### config.mk
export PLATFORM = sky130hd
export DESIGN_NAME = imem_boot_loader_flat
export DESIGN_NICKNAME = d
export VERILOG_FILES = /design/src/rtl/imem_boot_loader_pkg.sv /design/src/rtl/imem_boot_loader_if.sv /design/src/rtl/imem_boot_loader.sv /design/src/flat_wrapper.sv
export SDC_FILE = /design/constraint.sdc
export NUM_CORES = 1
export LEC_CHECK = 0
export ABC_AREA = 1
export BUFFER_PORTS_ARGS = -buffer_cell sky130_fd_sc_hd__buf_4
export CAP_MARGIN = 40
export CORE_ASPECT_RATIO = 0.6
export CORE_MARGIN = 2
export CORE_UTILIZATION = 52
export CTS_CLUSTER_DIAMETER = 50
export DETAILED_ROUTE_END_ITERATION = 7
export GPL_TIMING_DRIVEN = 1
export PLACE_DENSITY_LB_ADDON = 0.2
export SYNTH_ARGS = -nofsm -noshare
export SYNTH_HDL_FRONTEND = slang
export SYNTH_SLANG_ARGS = --single-unit
export TNS_END_PERCENT = 50
### constraint.sdc
create_clock -name i_clk -period 1.77 [get_ports i_clk]
set_clock_uncertainty 0.15 [all_clocks]
set_input_delay 0.354 -clock i_clk [delete_from_list [all_inputs] [get_ports i_clk]]
set_output_delay 0.354 -clock i_clk [all_outputs]
set_load 0.03 [all_outputs]
### src/rtl/imem_boot_loader_pkg.sv
// imem_boot_loader_pkg: shared sizes, loader state encoding and error codes.
// Imported by the loader interface and the loader FSM.
package imem_boot_loader_pkg;

    localparam int DATA_LEN   = 32;
    localparam int I_MEM_SIZE = 1024;
    localparam int ADDR_W     = $clog2(I_MEM_SIZE);

    typedef enum logic [2:0] {
        S_IDLE    = 3'd0,
        S_LEN_LO  = 3'd1,
        S_LEN_HI  = 3'd2,
        S_PAYLOAD = 3'd3,
        S_CSUM    = 3'd4,
        S_RUN     = 3'd5,
        S_ERROR   = 3'd6
    } state_e;

    typedef enum logic [1:0] {
        ERR_NONE = 2'd0,
        ERR_LEN  = 2'd1,
        ERR_CSUM = 2'd2
    } err_e;

endpackage

### src/rtl/imem_boot_loader_if.sv
// imem_boot_loader_if: byte stream in (data/valid/ready) and I_MEM byte write port.
// slave = loader side, master = stream source / memory side.
interface imem_boot_loader_if;
    import imem_boot_loader_pkg::*;

    logic [7:0]        i_rx_data;
    logic              i_rx_valid;
    logic              o_rx_ready;
    logic              o_mem_we;
    logic [ADDR_W-1:0] o_mem_waddr;
    logic [7:0]        o_mem_wdata;

    modport slave (
        input  i_rx_data, i_rx_valid,
        output o_rx_ready, o_mem_we, o_mem_waddr, o_mem_wdata
    );

    modport master (
        output i_rx_data, i_rx_valid,
        input  o_rx_ready, o_mem_we, o_mem_waddr, o_mem_wdata
    );

endinterface

### src/rtl/imem_boot_loader.sv
// imem_boot_loader: loads I_MEM from a length-prefixed, XOR-checked byte stream
// and holds the core in reset until the image is accepted.
// Ports: i_clk, i_rst_n (async, low), i_boot_en, i_reload, bus (stream + mem write),
//        o_cpu_rst_n, o_done, o_err (sticky), o_err_code.
module imem_boot_loader
    import imem_boot_loader_pkg::*;
(
    input  logic                      i_clk,
    input  logic                      i_rst_n,
    input  logic                      i_boot_en,
    input  logic                      i_reload,
    imem_boot_loader_if.slave         bus,
    output logic                      o_cpu_rst_n,
    output logic                      o_done,
    output logic                      o_err,
    output logic [1:0]                o_err_code
);

    state_e            state_q, state_d;
    logic [15:0]       len_q, len_d;
    logic [ADDR_W:0]   wptr_q, wptr_d;
    logic [7:0]        csum_q, csum_d;
    logic              mem_we_q, mem_we_d;
    logic [ADDR_W-1:0] waddr_q, waddr_d;
    logic [7:0]        wdata_q, wdata_d;
    logic              cpu_rst_n_q, cpu_rst_n_d;
    logic              done_q, done_d;
    logic              err_q, err_d;
    err_e              code_q, code_d;

    logic              rx_ready;
    logic              accept;
    logic              reload_hit;
    logic [15:0]       len_full;
    logic [ADDR_W:0]   wptr_inc;

    assign rx_ready = (state_q == S_LEN_LO) || (state_q == S_LEN_HI) ||
                      (state_q == S_PAYLOAD) || (state_q == S_CSUM);
    assign accept     = bus.i_rx_valid && rx_ready;
    assign reload_hit = i_reload && (state_q != S_IDLE);
    assign len_full   = {bus.i_rx_data, len_q[7:0]};
    assign wptr_inc   = wptr_q + (ADDR_W+1)'(1);

    always_comb begin
        state_d  = state_q;
        len_d    = len_q;
        wptr_d   = wptr_q;
        csum_d   = csum_q;
        mem_we_d = 1'b0;
        waddr_d  = waddr_q;
        wdata_d  = wdata_q;
        err_d    = err_q;
        code_d   = code_q;

        unique case (state_q)
            S_IDLE: begin
                state_d = i_boot_en ? S_LEN_LO : S_RUN;
            end
            S_LEN_LO: begin
                if (accept) begin
                    len_d[7:0] = bus.i_rx_data;
                    state_d    = S_LEN_HI;
                end
            end
            S_LEN_HI: begin
                if (accept) begin
                    len_d[15:8] = bus.i_rx_data;
                    if (len_full > 16'(I_MEM_SIZE)) begin
                        state_d = S_ERROR;
                        err_d   = 1'b1;
                        code_d  = ERR_LEN;
                    end else if (len_full == 16'd0) begin
                        state_d = S_CSUM;
                    end else begin
                        state_d = S_PAYLOAD;
                    end
                end
            end
            S_PAYLOAD: begin
                if (accept) begin
                    mem_we_d = 1'b1;
                    waddr_d  = wptr_q[ADDR_W-1:0];
                    wdata_d  = bus.i_rx_data;
                    wptr_d   = wptr_inc;
                    csum_d   = csum_q ^ bus.i_rx_data;
                    if (16'(wptr_inc) == len_q) begin
                        state_d = S_CSUM;
                    end
                end
            end
            S_CSUM: begin
                if (accept) begin
                    if (bus.i_rx_data == csum_q) begin
                        state_d = S_RUN;
                    end else begin
                        state_d = S_ERROR;
                        err_d   = 1'b1;
                        code_d  = ERR_CSUM;
                    end
                end
            end
            S_RUN, S_ERROR: begin
                state_d = state_q;
            end
            default: begin
                state_d = S_IDLE;
            end
        endcase

        // Reload wins over a byte accepted in the same cycle.
        if (reload_hit) begin
            state_d  = S_LEN_LO;
            len_d    = '0;
            wptr_d   = '0;
            csum_d   = '0;
            mem_we_d = 1'b0;
            err_d    = 1'b0;
            code_d   = ERR_NONE;
        end

        cpu_rst_n_d = (state_q == S_RUN) && !reload_hit;
        done_d      = (state_q == S_RUN) && !reload_hit;
    end

    always_ff @(posedge i_clk or negedge i_rst_n) begin
        if (!i_rst_n) begin
            state_q     <= S_IDLE;
            len_q       <= '0;
            wptr_q      <= '0;
            csum_q      <= '0;
            mem_we_q    <= 1'b0;
            waddr_q     <= '0;
            wdata_q     <= '0;
            cpu_rst_n_q <= 1'b0;
            done_q      <= 1'b0;
            err_q       <= 1'b0;
            code_q      <= ERR_NONE;
        end else begin
            state_q     <= state_d;
            len_q       <= len_d;
            wptr_q      <= wptr_d;
            csum_q      <= csum_d;
            mem_we_q    <= mem_we_d;
            waddr_q     <= waddr_d;
            wdata_q     <= wdata_d;
            cpu_rst_n_q <= cpu_rst_n_d;
            done_q      <= done_d;
            err_q       <= err_d;
            code_q      <= code_d;
        end
    end

    assign bus.o_rx_ready  = rx_ready;
    assign bus.o_mem_we    = mem_we_q;
    assign bus.o_mem_waddr = waddr_q;
    assign bus.o_mem_wdata = wdata_q;
    assign o_cpu_rst_n     = cpu_rst_n_q;
    assign o_done          = done_q;
    assign o_err           = err_q;
    assign o_err_code      = code_q;

endmodule
### src/flat_wrapper.sv
// flat-port wrapper written by rule: the top's interface ports become plain ports
module imem_boot_loader_flat import imem_boot_loader_pkg::*;
  (i_clk, i_rst_n, i_boot_en, i_reload, o_cpu_rst_n, o_done, o_err, o_err_code, bus_i_rx_data, bus_i_rx_valid, bus_o_rx_ready, bus_o_mem_we, bus_o_mem_waddr, bus_o_mem_wdata);
  imem_boot_loader_if bus_i ();
  input  logic i_clk;
  input  logic i_rst_n;
  input  logic i_boot_en;
  input  logic i_reload;
  output logic o_cpu_rst_n;
  output logic o_done;
  output logic o_err;
  output logic [1:0] o_err_code;
  input wire logic [$bits(bus_i.i_rx_data)-1:0] bus_i_rx_data;
  input wire logic [$bits(bus_i.i_rx_valid)-1:0] bus_i_rx_valid;
  output wire logic [$bits(bus_i.o_rx_ready)-1:0] bus_o_rx_ready;
  output wire logic [$bits(bus_i.o_mem_we)-1:0] bus_o_mem_we;
  output wire logic [$bits(bus_i.o_mem_waddr)-1:0] bus_o_mem_waddr;
  output wire logic [$bits(bus_i.o_mem_wdata)-1:0] bus_o_mem_wdata;
  assign bus_i.i_rx_data = bus_i_rx_data;
  assign bus_i.i_rx_valid = bus_i_rx_valid;
  assign bus_o_rx_ready = bus_i.o_rx_ready;
  assign bus_o_mem_we = bus_i.o_mem_we;
  assign bus_o_mem_waddr = bus_i.o_mem_waddr;
  assign bus_o_mem_wdata = bus_i.o_mem_wdata;
  imem_boot_loader u_core (.i_clk(i_clk), .i_rst_n(i_rst_n), .i_boot_en(i_boot_en), .i_reload(i_reload), .bus(bus_i), .o_cpu_rst_n(o_cpu_rst_n), .o_done(o_done), .o_err(o_err), .o_err_code(o_err_code));
endmodule
# After elaboration in Yosys (flattened, before gate mapping)

Index checks and enable logic that the tools add are counted.
W data, S select, Z words.

Output and inout bits: 25
Flip-flop bits (word level): 61

Add/sub/neg operators: 1
Equality and inequality tests: 16
Bitwise logic cells: 1
Magnitude comparators: 1
Muxes and demuxes: 36
Reduce and logical (&&, ||, !) cells: 22

Operators by type and width:

| cell                    | count |
|---|---|
| $mux W8                 | 6 |
| $mux W11                | 3 |
| $mux W3                 | 9 |
| $pmux W3 S6             | 1 |
| $eq A11 B16 Y1          | 1 |
| $gt A16 B11 Y1 const B  | 1 |
| $logic_not A16 Y1       | 1 |
| $mux W16                | 1 |
| $mux W2                 | 6 |
| $ne A3 B1 Y1 const B    | 4 |
| $add A11 B1 Y11 const B | 1 |
| $eq A3 B3 Y1 const B    | 3 |
| $ne A3 B2 Y1 const B    | 3 |
| $eq A8 B8 Y1            | 1 |
| $mux W1                 | 8 |
| $reduce_and A2 Y1       | 4 |
| $reduce_bool A2 Y1      | 4 |
| $xor A8 B8 Y8           | 1 |
| $eq A3 B2 Y1 const B    | 2 |
| $reduce_and A6 Y1       | 1 |
| $reduce_bool A3 Y1      | 2 |
| $reduce_and A5 Y1       | 1 |
| $pmux W2 S2             | 1 |
| $eq A3 B1 Y1 const B    | 1 |
| other kinds (7)         | 11 |

# Logic depth before layout (Yosys ltp)

Depth in word-level cells: 8
Depth in mapped cells: 16

# Worst setup path after synthesis

No wires, ideal clock.

Path type: register to register
Start point: register u_core.state_q[2]
End point: register u_core.state_q[1]
Library setup time: 0.118 ns
Setup slack: -0.233 ns
Cell stages (with the launch flop): 6
Arrival: 1.735 ns
Clock period less this slack: 2.003 ns
Cells stage by stage: dfrtp_1 > buf_2 > o21ai_0 > a31oi_2 > nand3_1 > nand2_1

Cells in the longest elaborated chain, start to end: 7
Elaborated cells on any way between the ends: 23
Those cells by class: eq/ne (12); mux (2); reduce/logical (9)

Ends and longest elaborated chain:

| item                                                | RTL line                | RTL |
|---|---|---|
| start: declaration                                  | imem_boot_loader.sv:19  | `state_e state_q, state_d;` |
| start signal: assignment                            | imem_boot_loader.sv:139 | `state_q <= state_d;` |
| $eq A3 B1 Y1 / $eq A3 B2 Y1 (equally long branches) | imem_boot_loader.sv:37  | `assign rx_ready = (state_q == S_LEN_LO) \|\| (state_q == S_LEN_HI) \|\|` |
| $logic_or A1 B1 Y1 (2 in a row)                     | imem_boot_loader.sv:37  |  |
| $logic_or A1 B1 Y1 *                                | imem_boot_loader.sv:38  | `(state_q == S_PAYLOAD) \|\| (state_q == S_CSUM);` |
| net bus_o_rx_ready                                  | flat_wrapper.sv:15      | `output wire logic [$bits(bus_i.o_rx_ready)-1:0] bus_o_rx_ready;` |
| $logic_and A1 B1 Y1 *                               | imem_boot_loader.sv:39  | `assign accept = bus.i_rx_valid && rx_ready;` |
| $ne A3 B1 Y1 (no line)                              | --                      |  |
| $reduce_and A6 Y1 (no line) *                       | --                      |  |

Mark *: on every way through the listed nets, which the timed path passes. The rest lies on a longest branch.
A chain may end at the register's enable or synchronous reset.

# Worst setup path after layout

Start point: register u_core.state_q[0]
End point: output bus_o_rx_ready

Cells in the longest elaborated chain, start to end: 4
Elaborated cells on any way between the ends: 7
Those cells by class: eq/ne (4); reduce/logical (3)

Ends and longest elaborated chain:

| item                                                | RTL line |
|---|---|
| $eq A3 B1 Y1 / $eq A3 B2 Y1 (equally long branches) | imem_boot_loader.sv:37 |
| $logic_or A1 B1 Y1 (2 in a row)                     | imem_boot_loader.sv:37 |
| $logic_or A1 B1 Y1 *                                | imem_boot_loader.sv:38 |
| end: declaration                                    | flat_wrapper.sv:15 |

Mark *: on every way between the ends. The rest lies on a longest branch, timed or not.

==> results.yml <==
place:
  dp_slack_ps: -195
  hpwl_um: 6360
  numPortBuffers: 37
  dpl.cell_count: 550
  gp_congestion: 0.932
clock_network:
  cts.path.max_buffers: 2
  clock_latency_ps: 340
  numCtsBuffers: 9
  htreeDepth: 3
  cts_tree: "built"
  cts-root-buf: "clkbuf_8"
  clk_pin_slew_ps: 60
  clock_sinks: 61
synthesis:
  synth_warnings: 0
  netlist_top_cells_area: "dfrtp_1 (49%), nand2_1 (15%), nand3_1 (6.6%)"
  syn_avg_cell_area_um2: 7.89
  syn_area_um2: 3130
  ys.flop_type: "dfrtp_1"
  synth-seq-area-share_pct: 48.7
  synth_common_cells: "nand2_1 (127), dfrtp_1 (61), nand3_1 (41), inv_1 (34), o21ai_1 (27)"
  synth_area_leader_cell: "dfrtp_1"
  synthMuxAreaShare_pct: 0
  synth_top_area_share_pct: 48.7
  syn_inst: 397
  ys_async_sr_fraction_pct: 100
  synth_top_family_by_area: "simple AND/OR/NAND/NOR gates"
  synthAdderAreaFrac_pct: 0.400
  synth_cell_types: 29
  synth_xor_xnor_area_share_pct: 4.23
  synth_nets: 411
  synth_most_common_cell: "nand2_1"
  yosys.area_share.simple_pct: 29.9
  synth_seq_cells: 61
  synth_compound_area_share_pct: 9.79
  synth-edff-count: 0
timing:
  slew_viol_final: 0
  worst_slew_pin_slew_ps: 374
  relSlewSlack_pct: 75.1
  hold_viol: 0
  setup_slack_ps: -190
  period_share_pct: 111
  fin_crit_ps: 1960
  fmax_mhz: 510
  setup_viol: 32
  grt_setup_unrepaired: "true"
final_layout:
  diodes: 0
  fin_nets: 508
  syn_to_final_growth_pct: 35.6
  drive_gt1_share_pct: 32.0
  fin_cells: 577
detailed_routing:
  postRouteAntennaNets: 0
  via_per_inst: 5.22
  drt_iter0_markers: 304
  wl_per_cell_um: 14.8
  drc: 0
  routed_wirelength_um: 8520
  first_pass_iters: 6
  dr_total_vias: 3011
setup_path:
  crit_family: "flip-flops"
  critPathKind: "reg -> out"
  max_stage_delay_ps: 450
  path_cells: "nor2_2, inv_1, nor2_4, nor2_2, o21ai_2, buf_6"
  cp-start-kind: "register"
  worstPathMaxFanout: 5
  cp_common_cell: "nor2_2"
  path_buf_inv: 2
  crit_path_end_kind: "output pin"
  critPathSlowestCell: "dfrtp_2"
  critPathLaunch: "u_core.state_q[0]"
  r2r_start: "u_core.wptr_q[1]"
  worstPathArrival_ps: 1460
  worst-endpoint-required_ps: 1270
worst_hold_path:
  min_from: "bus_i_rx_data[4]"
  hold_class: "in -> reg"
die:
  dieHeight_um: 64.1
  die_w_um: 104
  ios: 38
  rows: 21
  coreArea_um2: 5700
  die_area_um2: 6680
  start_util_pct: 54.9
run_status:
  failed_checks: "setup timing"
  outcome: "finished, violations left"
global_route:
  grt_pass1_wl_um: 14200
  grt_max_degree: 35
  antenna_found_initial: 0
  overflow: 0
  grt.total_usage_pct: 28.2
  grt_pass1_vias: 2924
run:
  drv_cap: 0
pwr:
  p_leak_nw: 2.07
  p_per_area_nw_per_um2: 1520
  ir_worst_vdd_mv: 0.744
logic make-up (layout without fill, tap and decap cells):
| kind of cell | count (synthesis) | after routing |
|---|---|---|
| buffers and inverters | 54 | 154 |
| adders and majority gates | 1 | 1 |
| DFF | 61 | 61 |
| and+or+nand+nor | 212 | 212 |
| xor gates and xnor gates | 12 | 12 |
| AOI/OAI and AO/OA | 57 | 57 |
power by group:
part | leakage [nW] | switching (mW) | internal [mW]
Clock | 0.0902 | 0.545 | 0.670
Sequential | 0.800 | 0.328 | 1.87
Combinational | 1.17 | 1.81 | 1.24
Total | 2.07 | 2.68 | 3.78
stage by stage:
step | utilization (%) | power (mW) | TNS (ps) | hold WS [ps] | instance area, um2
floorplan | - | 3.90 | 0 | -91.6 | 3150
global placement | 67.6 | 4.91 | -298 | 152 | 3850
detailed placement | 67.6 | 4.98 | -567 | 152 | 3850
CTS | 72.8 | 6.36 | -550 | 124 | 4150
global route | 74.5 | 6.90 | -6280 | 137 | 4250
finish | 74.5 | 6.46 | -1490 | 141 | 4250
flip-flops by register name, indices dropped and copies added, names as in the netlist:
name / flops
u_core.o_err: 1
u_core.bus.o_mem_waddr: 10
u_core.bus.o_mem_we: 1
u_core.state_q: 3
u_core.o_err_code: 2
u_core.o_cpu_rst_n: 1
u_core.csum_q: 8
u_core.bus.o_mem_wdata: 8
u_core.wptr_q: 11
u_core.len_q: 16
tightest hold or removal path, stage by stage:
cell and delay (ps):
buf_4 130, nand2_1 60, nand2_1 50
worst paths after layout:
check / to / slack, ps / cells after the start
setup / recovery: bus_o_rx_ready / -190 / 6
hold / removal: u_core.bus.o_mem_wdata[4] / 140 / 3
setup reg to reg: u_core.state_q[1] / -130 / 15
hold reg to reg: u_core.bus.o_mem_wdata[6] / 330 / 2
max in group asynchronous: u_core.bus.o_mem_waddr[9] / 670 / 3
min in group asynchronous: u_core.wptr_q[5] / 320 / 2
repair_timing:
action	4_1_cts	5_1_grt
setup endpoints to repair	4	45
hold buffers	1	0
pin swaps	6	4
gates resized for setup	15	21
endpoints found under the hold margin	27	0
buffers inserted	8	4
layout make-up:
type                       count  area [um2]
clock buffer                  10         138
inverter                      42         168
fill                         448        1460
clock inverter                 4        50.0
multi-input combinational    282        1480
timing repair buffer          98         778
sequential                    61        1530
tap                           80         100
cell usage in the layout (no fill, tap or decap), types with 5 or more instances in the layout:
cell,count
nand2_1,121
buf_4,92
dfrtp_1,56
nand3_1,39
inv_1,33
o21ai_1,31
nor2_1,19
o21ai_0,10
clkbuf_8,10
nor2_4,9
xnor2_1,8
nand2_2,8
nor2_2,6
inv_2,6
o22ai_1,6
dfrtp_2,5
routing by layer:
layer / share of wire [%] / track usage, % / wire length [um] / vias to the layer above
met1: 48 / 41.4 / 4110 / 1378
met4: 0.94 / 8.61 / 80 / 0
met3: 9.7 / 8.06 / 830 / 8
met5: 0 / 0 / 0 / -
li1: - / - / - / 1474
met2: 41 / 40.5 / 3500 / 151
Power figures use the tool's default switching activity.
